## src/rtl/nvdla_dp_ram_ctrl_if.sv

```systemverilog
// nvdla_dp_ram_ctrl_if: write, read-request and read-response streams between a requestor and nvdla_dp_ram_ctrl.
interface nvdla_dp_ram_ctrl_if #(
   parameter int AW = 8,
   parameter int DW = 64
) ();
   logic          wr_valid;
   logic          wr_ready;
   logic [AW-1:0] wr_addr;
   logic [DW-1:0] wr_data;
   logic          rd_req_valid;
   logic          rd_req_ready;
   logic [AW-1:0] rd_req_addr;
   logic          rd_rsp_valid;
   logic          rd_rsp_ready;
   logic [DW-1:0] rd_rsp_data;

   modport master (
      output wr_valid, wr_addr, wr_data, rd_req_valid, rd_req_addr, rd_rsp_ready,
      input  wr_ready, rd_req_ready, rd_rsp_valid, rd_rsp_data
   );

   modport slave (
      input  wr_valid, wr_addr, wr_data, rd_req_valid, rd_req_addr, rd_rsp_ready,
      output wr_ready, rd_req_ready, rd_rsp_valid, rd_rsp_data
   );
endinterface

```

## src/rtl/nvdla_dp_ram_ctrl.sv

```systemverilog
// nvdla_dp_ram_ctrl: arbitrates writes and reads onto a dual-port RAM (A=read, B=write) and buffers read data.
// Optional statistics counters are enabled by defining NVDLA_DP_RAM_CTRL_STATS_EN.
module nvdla_dp_ram_ctrl #(
   parameter int AW            = 8,
   parameter int DW            = 64,
   parameter int RSP_DEPTH     = 2,
   parameter int WR_STARVE_MAX = 4
) (
   input  logic                clk,
   input  logic                rst,
   nvdla_dp_ram_ctrl_if.slave  bus,
   output logic                ram_cena,
   output logic [AW-1:0]       ram_aa,
   input  logic [DW-1:0]       ram_qa,
   output logic                ram_cenb,
   output logic [AW-1:0]       ram_ab,
   output logic [DW-1:0]       ram_db
`ifdef NVDLA_DP_RAM_CTRL_STATS_EN
  ,output logic [31:0]         stat_rd_cnt,
   output logic [31:0]         stat_wr_cnt,
   output logic [31:0]         stat_coll_cnt,
   output logic [31:0]         stat_bubble_cnt
`endif
);
   localparam int PW = $clog2(RSP_DEPTH);
   localparam int CW = $clog2(RSP_DEPTH + 1);
   localparam int SW = $clog2(WR_STARVE_MAX + 1);

   logic          inflight;
   logic [PW-1:0] wptr, rptr;
   logic [CW-1:0] count;
   logic [DW-1:0] mem [RSP_DEPTH];
   logic [SW-1:0] starve;
   logic [CW:0]   occ;
   logic          wr_grant, rd_grant, collision, force_bubble, credit, push, pop;

   // A read in flight owns the capture cycle, so port B must stay idle then.
   always_comb begin
      wr_grant     = ~rst & bus.wr_valid & ~inflight;
      collision    = wr_grant & bus.rd_req_valid & (bus.rd_req_addr == bus.wr_addr);
      force_bubble = starve == SW'(WR_STARVE_MAX);
      push         = inflight;
      pop          = bus.rd_rsp_valid & bus.rd_rsp_ready;
      occ          = (CW+1)'(count) + (CW+1)'(inflight) - (CW+1)'(pop);
      credit       = occ < (CW+1)'(RSP_DEPTH);
      rd_grant     = ~rst & bus.rd_req_valid & credit & ~force_bubble & ~collision;
   end

   assign bus.wr_ready     = wr_grant;
   assign bus.rd_req_ready = rd_grant;
   assign bus.rd_rsp_valid = count != '0;
   assign bus.rd_rsp_data  = bus.rd_rsp_valid ? mem[rptr] : '0;

   assign ram_cena = ~rd_grant;
   assign ram_aa   = rd_grant ? bus.rd_req_addr : '0;
   assign ram_cenb = ~wr_grant;
   assign ram_ab   = wr_grant ? bus.wr_addr : '0;
   assign ram_db   = wr_grant ? bus.wr_data : '0;

   always_ff @(posedge clk) begin
      if (rst) begin
         inflight <= 1'b0;
         wptr     <= '0;
         rptr     <= '0;
         count    <= '0;
         starve   <= '0;
      end else begin
         inflight <= rd_grant;
         if (push) wptr <= wptr == PW'(RSP_DEPTH - 1) ? '0 : wptr + PW'(1);
         if (pop) rptr <= rptr == PW'(RSP_DEPTH - 1) ? '0 : rptr + PW'(1);
         count    <= count + CW'(push) - CW'(pop);
         starve   <= (bus.wr_valid & ~wr_grant) ? (force_bubble ? starve : starve + SW'(1)) : '0;
      end
   end

   always_ff @(posedge clk)
      if (push) mem[wptr] <= ram_qa;

   ast_rsp_no_overflow: assert property (@(posedge clk) disable iff (rst)
      !(push && !pop && count == CW'(RSP_DEPTH)));

`ifdef NVDLA_DP_RAM_CTRL_STATS_EN
   always_ff @(posedge clk) begin
      if (rst) begin
         stat_rd_cnt     <= '0;
         stat_wr_cnt     <= '0;
         stat_coll_cnt   <= '0;
         stat_bubble_cnt <= '0;
      end else begin
         if (rd_grant && ~&stat_rd_cnt) stat_rd_cnt <= stat_rd_cnt + 32'd1;
         if (wr_grant && ~&stat_wr_cnt) stat_wr_cnt <= stat_wr_cnt + 32'd1;
         if (collision && ~&stat_coll_cnt) stat_coll_cnt <= stat_coll_cnt + 32'd1;
         if (force_bubble && ~&stat_bubble_cnt) stat_bubble_cnt <= stat_bubble_cnt + 32'd1;
      end
   end
`endif
endmodule

```

## src/flat_wrapper.sv

```systemverilog
// flat-port wrapper written by rule: the top's interface ports become plain ports
module nvdla_dp_ram_ctrl_flat 
#(
   parameter int AW            = 8,
   parameter int DW            = 64,
   parameter int RSP_DEPTH     = 2,
   parameter int WR_STARVE_MAX = 4
)
  (clk, rst, ram_cena, ram_aa, ram_qa, ram_cenb, ram_ab, ram_db, bus_wr_valid, bus_wr_addr, bus_wr_data, bus_rd_req_valid, bus_rd_req_addr, bus_rd_rsp_ready, bus_wr_ready, bus_rd_req_ready, bus_rd_rsp_valid, bus_rd_rsp_data);
  nvdla_dp_ram_ctrl_if #(.AW(AW), .DW(DW)) bus_i ();
  input  logic clk;
  input  logic rst;
  output logic ram_cena;
  output logic [AW-1:0] ram_aa;
  input  logic [DW-1:0] ram_qa;
  output logic ram_cenb;
  output logic [AW-1:0] ram_ab;
  output logic [DW-1:0] ram_db;
  input wire logic [$bits(bus_i.wr_valid)-1:0] bus_wr_valid;
  input wire logic [$bits(bus_i.wr_addr)-1:0] bus_wr_addr;
  input wire logic [$bits(bus_i.wr_data)-1:0] bus_wr_data;
  input wire logic [$bits(bus_i.rd_req_valid)-1:0] bus_rd_req_valid;
  input wire logic [$bits(bus_i.rd_req_addr)-1:0] bus_rd_req_addr;
  input wire logic [$bits(bus_i.rd_rsp_ready)-1:0] bus_rd_rsp_ready;
  output wire logic [$bits(bus_i.wr_ready)-1:0] bus_wr_ready;
  output wire logic [$bits(bus_i.rd_req_ready)-1:0] bus_rd_req_ready;
  output wire logic [$bits(bus_i.rd_rsp_valid)-1:0] bus_rd_rsp_valid;
  output wire logic [$bits(bus_i.rd_rsp_data)-1:0] bus_rd_rsp_data;
  assign bus_i.wr_valid = bus_wr_valid;
  assign bus_i.wr_addr = bus_wr_addr;
  assign bus_i.wr_data = bus_wr_data;
  assign bus_i.rd_req_valid = bus_rd_req_valid;
  assign bus_i.rd_req_addr = bus_rd_req_addr;
  assign bus_i.rd_rsp_ready = bus_rd_rsp_ready;
  assign bus_wr_ready = bus_i.wr_ready;
  assign bus_rd_req_ready = bus_i.rd_req_ready;
  assign bus_rd_rsp_valid = bus_i.rd_rsp_valid;
  assign bus_rd_rsp_data = bus_i.rd_rsp_data;
  nvdla_dp_ram_ctrl #(.AW(AW), .DW(DW), .RSP_DEPTH(RSP_DEPTH), .WR_STARVE_MAX(WR_STARVE_MAX)) u_core (.clk(clk), .rst(rst), .bus(bus_i), .ram_cena(ram_cena), .ram_aa(ram_aa), .ram_qa(ram_qa), .ram_cenb(ram_cenb), .ram_ab(ram_ab), .ram_db(ram_db));
endmodule
```

## config.mk

```make
export PLATFORM = sky130hd
export DESIGN_NAME = nvdla_dp_ram_ctrl_flat
export DESIGN_NICKNAME = d
export VERILOG_FILES = /design/src/rtl/nvdla_dp_ram_ctrl_if.sv /design/src/rtl/nvdla_dp_ram_ctrl.sv /design/src/flat_wrapper.sv
export SDC_FILE = /design/constraint.sdc
export NUM_CORES = 1
export LEC_CHECK = 0
export CAP_MARGIN = 20
export CORE_UTILIZATION = 44
export DETAILED_ROUTE_END_ITERATION = 12
export GPL_ROUTABILITY_DRIVEN = 0
export PLACE_DENSITY = 0.92
export SLEW_MARGIN = 40
export SYNTH_ARGS = -nofsm -noshare
export SYNTH_HDL_FRONTEND = slang
export SYNTH_SLANG_ARGS = --single-unit
export TNS_END_PERCENT = 1
```

## constraint.sdc

```tcl
create_clock -name clk -period 9.25 [get_ports clk]
set_clock_uncertainty 0.15 [all_clocks]
set_input_delay 0.925 -clock clk [delete_from_list [all_inputs] [get_ports clk]]
set_output_delay 0.925 -clock clk [all_outputs]
set_load 0.05 [all_outputs]
```

==> results of run 1 <==
[worst max-delay path, cell delays in order]
cell and delay (ns):
clkdlybuf4s50_1 0.41, o21ai_0 0.15, inv_1 0.10, ha_1 0.30, inv_1 0.06, ha_1 0.14, inv_1 0.05, fa_1 0.37
xnor2_1 0.16, nand4_1 0.41, a311oi_1 0.44, clkdlybuf4s50_1 0.96
[layout by cell type (no fill, tap or decap), types with 4 or more instances in the layout]
| cell | count |
|---|---|
| a311oi_1 | 8 |
| and2_1 | 73 |
| clkbuf_16 | 17 |
| clkdlybuf4s50_1 | 297 |
| dfxtp_1 | 8 |
| edfxtp_1 | 128 |
| ha_1 | 4 |
| inv_1 | 15 |
| inv_6 | 4 |
| mux2i_1 | 64 |
| nor2_1 | 71 |
| xnor2_1 | 4 |
| xor2_1 | 8 |
[layout make-up]
type,instances,area [um2],share of cell area (%)
tap,176,220,2.27
clock buffer,18,429,4.43
clock inverter,14,163,1.68
inverter,16,60.1,0.620
sequential,137,4030,41.6
multi-input combinational,253,1760,18.1
antenna,2,5.00,0.0516
timing repair buffer,303,3030,31.3
[power breakdown]
| part | total (mW) | internal, mW | switching [mW] |
|---|---|---|---|
| Clock | 0.668 | 0.404 | 0.264 |
| Sequential | 0.850 | 0.808 | 0.0419 |
| Combinational | 1.16 | 0.393 | 0.769 |
[registers in the layout, indices dropped and copies added (netlist names), named ones only]
name	count
u_core.inflight	1
u_core.mem	128
u_core.wptr	1
u_core.starve	3
u_core.rptr	1
u_core.count	2
[worst max-delay path by stage]
| stage | startpoint | endpoint | slack (ns) | depth (start not counted) |
|---|---|---|---|---|
| 2_1_floorplan | bus_rd_rsp_ready | ram_aa[0] | 4.48 | 11 |
| 5_1_grt | bus_rd_rsp_ready | ram_aa[7] | 3.47 | 12 |
| 4_1_cts | bus_rd_rsp_ready | ram_aa[7] | 3.69 | 12 |
| 3_5_place_dp | bus_rd_rsp_ready | ram_aa[7] | 3.71 | 12 |
| 6_report | bus_rd_rsp_ready | ram_aa[7] | 3.69 | 12 |
| 3_3_place_gp | bus_rd_rsp_ready | ram_aa[7] | 3.78 | 12 |
[per-layer routing]
metal	GRT usage, %	vias to the layer above
met4	9.05	4
met5	0	-
li1	-	2114
met2	51.4	202
met1	29.0	2228
met3	7.48	30
[metrics by stage]
step | hold slack [ns] | utilization [%] | std cells | worst slack, ns | total power, mW
finish | 0.367 | 73.5 | 919 | 3.69 | 2.68
global route | 0.379 | 73.4 | 917 | 3.47 | 2.78
CTS | 0.364 | 73.4 | 917 | 3.69 | 2.70
detailed placement | 0.346 | 68.9 | 885 | 3.71 | 2.02
global placement | 0.329 | 68.9 | 885 | 3.78 | 2.00
floorplan | 0.320 | - | 431 | 4.48 | 1.61
[kinds of logic (layout without fill, tap and decap cells)]
logic type,count (synthesis),in the layout
flip-flops,137,137
other,0,2
adder cells (fa/ha/maj),5,5
multiplexers,64,64
AND/OR/NAND/NOR,159,159
AO/OA/AOI/OAI,13,13
XOR/XNOR,12,12
buffers and inverters,41,351
==> results.md, run 1 <==
* Status: finished clean
* Setup-failing EPs final at 0
* Hold crit path type: flip-flop to flip-flop
* Top cells by area, synth: edfxtp_1 (65%), mux2i_1 (11%), and2_1 (7.7%)
* Final Cycle Share at 60.1%
* Initial antenna violation count at 2
* Pre-Repair DR Iteration Count at 4
* Placed cell areas at 0.00909 mm2
* Largest family of logic cells by synthesized area: simple AND/OR/NAND/NOR gates
* Met2 wire len at 10400 um
* WS Path Type: input pin to output port
* DR vias at 4578
* Post-CTS Setup Bufs at 0
* Pin count of the biggest net entering global routing at 74
* List of most frequent post-synthesis cells: edfxtp_1 (128), and2_1 (73), nor2_1 (73), mux2i_1 (64)
* H-Tree Depth at 4
* Clk root buf: clkbuf_16
* Post-synthesis compound-gate area fraction at under 10%
* Top FF cell, synth: edfxtp_1
* Clock Tree Buf Depth at 2
* R2r endpoint: u_core.inflight$_SDFF_PP0_
* Die X at 118 um
* Synthesized-area fraction occupied by adder cells at 1.18%
* Worst vdd ir at approximately 0.21 mV
* CTS tree: done
* Number of global-route vias before repair at ~4700
* Slew margin rel. at 53.9%
* Num rows at 42
* R2r setup slk at 6.44 ns
* Post-synthesis mux area share at a little over a tenth
* WL/cell at about 20 um
* Leak at 3.35 nW
* Port buffer count at a little under 300
* Register area share after synthesis at approximately 68%
* FMAX at between 150 and 200 MHz
* EDFF count, synth at about 130
* Hold Startpoint: u_core.rptr$_SDFFE_PP0P_
* Min Tclk post-route at roughly 5.6 ns
* Met3 routed WL at 1180 um
* Synthesized Nets at about 590
* Synth Area in Simple Gates at between 10% and 20%
* Post-synthesis xor/xnor area fraction at about 1.8%
* CTS Hold Bufs at 0
* Cell area after synthesis at roughly 0.0059 mm2
* Core Box Area at 0.0132 mm2
* Design area at between 0.009 and 0.01 mm2
* Met1 wire length at 6890 um
* Worst slew pin tran at between 0.6 and 0.7 ns
* Post-synth top area share at ~65%
* WL final at approximately 19000 um
* Highest Signal Layer: met5
* Total GRT Usage at a little over a quarter
* Total Nets Final at roughly 880
* MaxCap Viol Count at 0
* R2R depth at 10
* Layout cells sized above 1 at 5.80%
* Slew Limit Fails at 0
* RSZ-0062 raised after global routing: no
* Instance count of the mapped netlist at ~430
* Dpl hpwl at about 14000 um
* Final antenna-violating net count at 0
* P&R area growth vs syn at 63.2%
* Mean area per synthesized cell at 13.8 um2
* Starting Density at a little under half
* Crit Path Max Fanout at 11
* Largest area contributor in the netlist: edfxtp_1
* Hold Path Depth at 2
* CP Capture Type: output port
* First-pass GRT wire length at between 20000 and 30000 um
* Total gr overflow at 0
* Vias per inst at about 5.0
* Top-count cell post-synth: edfxtp_1
* Reg clk slew, reported paths at about 0.060 ns
* WP data required at roughly 8.2 ns
* Hold Path End: u_core.rptr$_SDFFE_PP0P_
* Sinks on Clock Net at 137
* Post-route DRC at 0
* Setup TNS at 0 ns
* Iteration-0 DRC Markers at around 280
* # resized after CTS at 0
* Die ar. at around 0.014 mm2
* Hold Vio Cnt, Final at 0
* Cell area power density at about 280 mW/mm2
* Chip Height at 118 um
* FILL cells at between 800 and 900
* Worst-Skew Late Latency at 0.41 ns
* CTS buffer count at 17
* Synth warn at 0
* CP Data Arrival Time at about 4.5 ns
* Reg2reg start: u_core.count[1]$_SDFF_PP0_
* I/O pins at around 300
* Ys async rst share at 0%
* Type of origin of the critical path: input pin
* Synth unique cells at 30
* #FFs+latches synth at 137
No activity file was read; power rests on OpenSTA's default activity.
==> run 2: changes to the inputs <==
Settings changed: CORE_UTILIZATION 44 to 37, PLACE_DENSITY 0.92 to 0.83.
Clock period 9.25 ns to 4.5 ns, I/O delays scaled along.
==> results.md, run 2 (synthesis results as in run 1) <==
* Die X at 129 um (was 118 um)
* Slew Limit Fails at 0 (unchanged)
* Most frequent cells in the layout: clkdlybuf4s50_1 (275), edfxtp_1 (128), and2_1 (73), nor2_1 (71), mux2i_1 (64) (was clkdlybuf4s50_1 (297), edfxtp_1 (128), and2_1 (73), nor2_1 (71), mux2i_1 (64))
* WL/cell at 18.9 um (was 20.6 um)
* Biggest register: u_core.mem (unchanged)
* I/O pins at 298 (unchanged)
* Dpl hpwl at 14200 um (about the same)
* H-Tree Depth at 4 (unchanged)
* Vias per inst at 4.74 (was 4.98)
* Total gr overflow at 0 (unchanged)
* Pin count of the biggest net entering global routing at 43 (was 74)
* Initial antenna violation count at 6 (was 2)
* Total Nets Final at 886 (was 882)
* Leak at 3.41 nW (was 3.35 nW)
* Sinks on Clock Net at 137 (unchanged)
* Port buffer count at 297 (unchanged)
* Post-route DRC at 0 (unchanged)
* Iteration-0 DRC Markers at 174 (was 277)
* Chip Height at 129 um (was 118 um)
* Worst vdd ir at 0.281 mV (was 0.205 mV)
* DR vias at 4557 (was 4578)
* CTS Hold Bufs at 0 (unchanged)
* First-pass GRT wire length at 26300 um (was 27600 um)
* WL final at 18200 um (was 18900 um)
* Hold crit path type: flip-flop to flip-flop (unchanged)
* Crit Path Max Fanout at 4 (was 11)
* Type of origin of the critical path: flip-flop (was input pin)
* Sequential Power Share at 31.9% (was 31.7%)
* CP Data Arrival Time at 3.33 ns (was 4.49 ns)
* Die ar. at 0.0166 mm2 (was 0.0140 mm2)
* RSZ-0062 raised after global routing: no (unchanged)
* Worst-Skew Late Latency at 0.40 ns (was 0.41 ns)
* WP data required at 3.90 ns (was 8.18 ns)
* Starting Density at 38.5% (was 45.0%)
* Clk root buf: clkbuf_16 (unchanged)
* MaxCap Viol Count at 0 (unchanged)
* P&R area growth vs syn at 64.0% (was 63.2%)
* Total power at 5.51 mW (was 2.68 mW)
* Layout cells sized above 1 at 9.26% (was 5.80%)
* Setup-failing EPs final at 0 (unchanged)
* Post-CTS Setup Bufs at 0 (unchanged)
* Final antenna-violating net count at 0 (unchanged)
* P_sw at 2.20 mW (was 1.08 mW)
* FMAX at between 200 and 300 MHz
* # resized after CTS at 0 (unchanged)
* Cell area power density at 566 mW/mm2 (was 276 mW/mm2)
* Num rows at 45 (was 42)
* Switching share of total power at 39.9% (was 40.1%)
* Reg clk slew, reported paths at 0.06 ns (about the same)
* Hold Vio Cnt, Final at 0 (unchanged)
* Combinational power share at 43.2% (was 43.4%)
* WS Path Type: flip-flop to output port (was input pin to output port)
* CTS tree: done (unchanged)
* Core Box Area at 0.0154 mm2 (was 0.0132 mm2)
* Clock power frac at 24.9% (about the same)
* Biggest regs: u_core.mem x128, u_core.starve x3, u_core.count x2 (unchanged)
* Most common cell after layout, fill and taps aside: clkdlybuf4s50_1 (unchanged)
* Internal at 3.31 mW (was 1.60 mW)
* Worst slew pin tran at 0.608 ns (was 0.692 ns)
* Final Cycle Share at between 80% and 90%
* Setup TNS at 0 ns (unchanged)
* Number of global-route vias before repair at 4724 (was 4716)
* Total GRT Usage at 22.0% (was 27.3%)
* FILL cells at 1189 (was 826)
* CP Capture Type: output port (unchanged)
* Min Tclk post-route at about 4 ns
* Pre-Repair DR Iteration Count at 4 (unchanged)
* Status: finished clean (unchanged)
* CTS buffer count at 17 (unchanged)
* Slew margin rel. at 59.3% (was 53.9%)
* Max FFs per register at 128 (unchanged)
* Clock Tree Buf Depth at 2 (unchanged)
## run 2: changes by cell type in the layout (fill, tap and decap cells not counted), sizes merged
cell,before,now
clkbuf,18,19
diode,2,5
clkdlybuf4s50,297,275
buf,6,31
## run 2: layout make-up
class                           instances  area, um2  share of cell area (%)
Sequential cell                       137       4030                    41.4
Clock buffer                           18        429                    4.41
Clock inverter                         14        163                    1.67
Multi-Input combinational cell        253       1760                    18.1
Inverter                               16       60.1                   0.617
Antenna cell                            5       12.5                   0.128
Timing Repair Buffer                  307       3020                    31.0
Tap cell                              211        264                    2.71
## run 2: per-layer routing
layer	vias up	part of all wire, %	GRT usage, %
li1	2127	-	-
met1	2197	35	21.9
met2	199	53	40.0
met3	30	7.9	8.11
met4	4	4.0	11.2
met5	-	0.18	0
## run 2: worst paths after layout
kind | start | to | slack, ns | cells after the start
setup / recovery | u_core.count[1]$_SDFF_PP0_ | bus_rd_req_ready | 0.57 | 11
setup reg to reg | u_core.count[1]$_SDFF_PP0_ | u_core.inflight$_SDFF_PP0_ | 2.01 | 11
hold reg to reg | u_core.rptr$_SDFFE_PP0P_ | flip-flop | 0.37 | 2
hold / removal | u_core.rptr$_SDFFE_PP0P_ | flip-flop | 0.37 | 2
## run 2: power by group through the flow
| stage | clock (mW) | combinational (mW) | sequential, mW |
|---|---|---|---|
| after floorplan | 0 | 1.58 | 1.74 |
| after global placement | 0 | 2.35 | 1.77 |
| after detailed placement | 0 | 2.37 | 1.79 |
| after CTS | 1.40 | 2.38 | 1.76 |
| after global routing | 1.45 | 2.51 | 1.78 |
| final | 1.37 | 2.38 | 1.76 |
## run 2: worst max-delay path, stage by stage (launching register included)
cell	delay [ns]
dfxtp_1	0.38
o21ai_0	0.28
inv_1	0.08
ha_1	0.29
inv_1	0.05
ha_1	0.14
inv_1	0.05
fa_1	0.37
xnor2_1	0.16
nand4_1	0.13
a31oi_1	0.16
clkdlybuf4s50_1	0.83
## run 2: per-stage QoR
stage               instances  cell area (um2)  utilization, %  hold slack, ns  setup slack [ns]
floorplan                 431             5940               -           0.320             0.650
global placement          923             9110            59.0           0.328             0.686
detailed placement        923             9110            59.1           0.342             0.667
CTS                       955             9700            62.9           0.367             0.534
global route              958             9730            63.1           0.439             0.382
finish                    961             9740            63.1           0.366             0.574
==> run 3: changes to the inputs <==
Settings changed: CORE_MARGIN set to 2.
==> results.md, run 3 (synthesis results as in run 1) <==
* Max FFs per register at 128 (unchanged)
* Core Box Area at 0.0158 mm2 (was 0.0154 mm2)
* Worst Path Buf+Inv at 4 (unchanged)
* Slew margin rel. at 53.8% (was 59.3%)
* Type of origin of the critical path: flip-flop (unchanged)
* Final Cycle Share at 85.4% (was 87.2%)
* P&R area growth vs syn at 63.3% (was 64.0%)
* Dpl hpwl at 13700 um (was 14200 um)
* Hold Vio Cnt, Final at 0 (unchanged)
* Post-CTS Setup Bufs at 0 (unchanged)
* CP Capture Type: output port (unchanged)
* Min Tclk post-route at 3.84 ns (was 3.93 ns)
* DR vias at 4438 (was 4557)
* Pin count of the biggest net entering global routing at 59 (was 43)
* WL final at 17500 um (was 18200 um)
* I/O pins at 298 (unchanged)
* # resized after CTS at 0 (unchanged)
* Cell mode on critical path: inv_1 (unchanged)
* H-Tree Depth at 4 (unchanged)
* Crit Path Max Fanout at 4 (unchanged)
* First-pass GRT wire length at 24700 um (was 26300 um)
* Chip Height at 131 um (was 129 um)
* Total gr overflow at 0 (unchanged)
* CTS Hold Bufs at 0 (unchanged)
* WS Path Type: flip-flop to output port (unchanged)
* Vias per inst at 4.61 (was 4.74)
* WP data required at 3.90 ns (about the same)
* Reg clk slew, reported paths at 0.06 ns (about the same)
* Leak at 3.42 nW (was 3.41 nW)
* Clock Tree Buf Depth at 2 (unchanged)
* Met3 usage at 6.92% (was 8.11%)
* Worst slew pin tran at 0.694 ns (was 0.608 ns)
* Cell area power density at 566 mW/mm2 (about the same)
* Worst path slowest cell: clkdlybuf4s50_1 (unchanged)
* Die X at 131 um (was 129 um)
* Setup-failing EPs final at 0 (unchanged)
* CTS tree: done (unchanged)
* Num rows at 46 (was 45)
* Port buffer count at 297 (unchanged)
* FMAX at 260 MHz (was 255 MHz)
* Core Util, Final at 61.5% (was 63.1%)
* MaxCap Viol Count at 0 (unchanged)
* Max incr delay on CP at 0.70 ns (was 0.83 ns)
* WL/cell at 18.2 um (was 18.9 um)
* Hold crit path type: flip-flop to flip-flop (unchanged)
* R2r setup slk at 2.01 ns (about the same)
* Design area at 0.00970 mm2 (was 0.00974 mm2)
* Placed cell areas at 0.00910 mm2 (was 0.00911 mm2)
* RSZ-0062 raised after global routing: no (unchanged)
* Setup TNS at 0 ns (unchanged)
* Die ar. at 0.0171 mm2 (was 0.0166 mm2)
* CP Data Arrival Time at 3.24 ns (was 3.33 ns)
* Total Nets Final at 886 (unchanged)
* Post-route DRC at 0 (unchanged)
* Met2 GRT Util at 38.0% (was 40.0%)
* Worst vdd ir at 0.284 mV (was 0.281 mV)
* Final antenna-violating net count at 0 (unchanged)
* CP Cell Sequence: o21ai_0 > inv_1 > ha_1 > inv_1 > ha_1 > inv_1 > fa_1 > xnor2_1 > nand4_1 > a31o_1 > clkdlybuf4s50_1 (was o21ai_0 > inv_1 > ha_1 > inv_1 > ha_1 > inv_1 > fa_1 > xnor2_1 > nand4_1 > a31oi_1 > clkdlybuf4s50_1)
* Most common cell after layout, fill and taps aside: clkdlybuf4s50_1 (unchanged)
* Slew Limit Fails at 0 (unchanged)
* Grt met1 use at 20.2% (was 21.9%)
* Global route hottest layer: met2 (unchanged)
* Clk root buf: clkbuf_16 (unchanged)
* Biggest register: u_core.mem (unchanged)
* Initial antenna violation count at 4 (was 6)
* Total GRT Usage at 19.9% (was 22.0%)
* Status: finished clean (unchanged)
* Iteration-0 DRC Markers at 231 (was 174)
* FILL cells at 1216 (was 1189)
* Layout cells sized above 1 at 10.3% (was 9.26%)
* Number of global-route vias before repair at 4491 (was 4724)
* CP delay by family, top: buffers and inverters (unchanged)
* Pre-Repair DR Iteration Count at 4 (unchanged)
* Sinks on Clock Net at 137 (unchanged)
* CTS buffer count at 17 (unchanged)
* Most frequent cells in the layout: clkdlybuf4s50_1 (267), edfxtp_1 (128), and2_1 (73), nor2_1 (71), mux2i_1 (64) (was clkdlybuf4s50_1 (275), edfxtp_1 (128), and2_1 (73), nor2_1 (71), mux2i_1 (64))
* Starting Density at 37.7% (was 38.5%)
* Biggest regs: u_core.mem x128, u_core.starve x3, u_core.count x2 (unchanged)
* Worst-Skew Late Latency at 0.40 ns (about the same)
-- run 3: metrics by stage --
step	hold WS, ns	instances	total power, mW	setup WS, ns
after floorplan	0.320	431	3.32	0.650
after global placement	0.329	928	4.11	0.753
after detailed placement	0.355	929	4.16	0.766
after CTS	0.364	961	5.55	0.634
after global routing	0.383	963	5.72	0.445
final	0.367	963	5.49	0.659
-- run 3: where the power goes --
part | internal, mW | switching (mW) | leakage, nW | total, mW
Clock | 0.831 | 0.540 | 0.283 | 1.37
Combinational | 0.811 | 1.52 | 1.90 | 2.33
Sequential | 1.66 | 0.124 | 1.24 | 1.78
Total | 3.30 | 2.19 | 3.42 | 5.49
-- run 3: cell type report --
| class | instances | area (um2) | area share (%) |
|---|---|---|---|
| Timing Repair Buffer | 307 | 2980 | 30.7 |
| Clock buffer | 18 | 429 | 4.43 |
| Sequential cell | 137 | 4030 | 41.5 |
| Clock inverter | 14 | 165 | 1.70 |
| Tap cell | 216 | 270 | 2.79 |
| Inverter | 16 | 60.1 | 0.619 |
| Multi-Input combinational cell | 253 | 1760 | 18.2 |
| Antenna cell | 2 | 5.00 | 0.0516 |
-- run 3: worst min-delay path, stage by stage (launching register included) --
cell and delay, ns:
dfxtp_1 0.34, nand3_1 0.07, a21oi_1 0.06
-- run 3: metal layers --
metal,vias to the layer above,wire length [um]
li1,2122,-
met5,-,23
met4,4,350
met2,178,9690
met1,2112,6100
met3,22,1320
-- run 3: worst paths after layout --
path,start,endpoint,cells past startpoint
max,u_core.count[1]$_SDFF_PP0_,ram_cena,11
min,u_core.starve[2]$_SDFFE_PP0N_,u_core.starve[1]$_SDFFE_PP0N_,2
max reg2reg,u_core.count[1]$_SDFF_PP0_,u_core.inflight$_SDFF_PP0_,11
min reg2reg,u_core.starve[2]$_SDFFE_PP0N_,u_core.starve[1]$_SDFFE_PP0N_,2
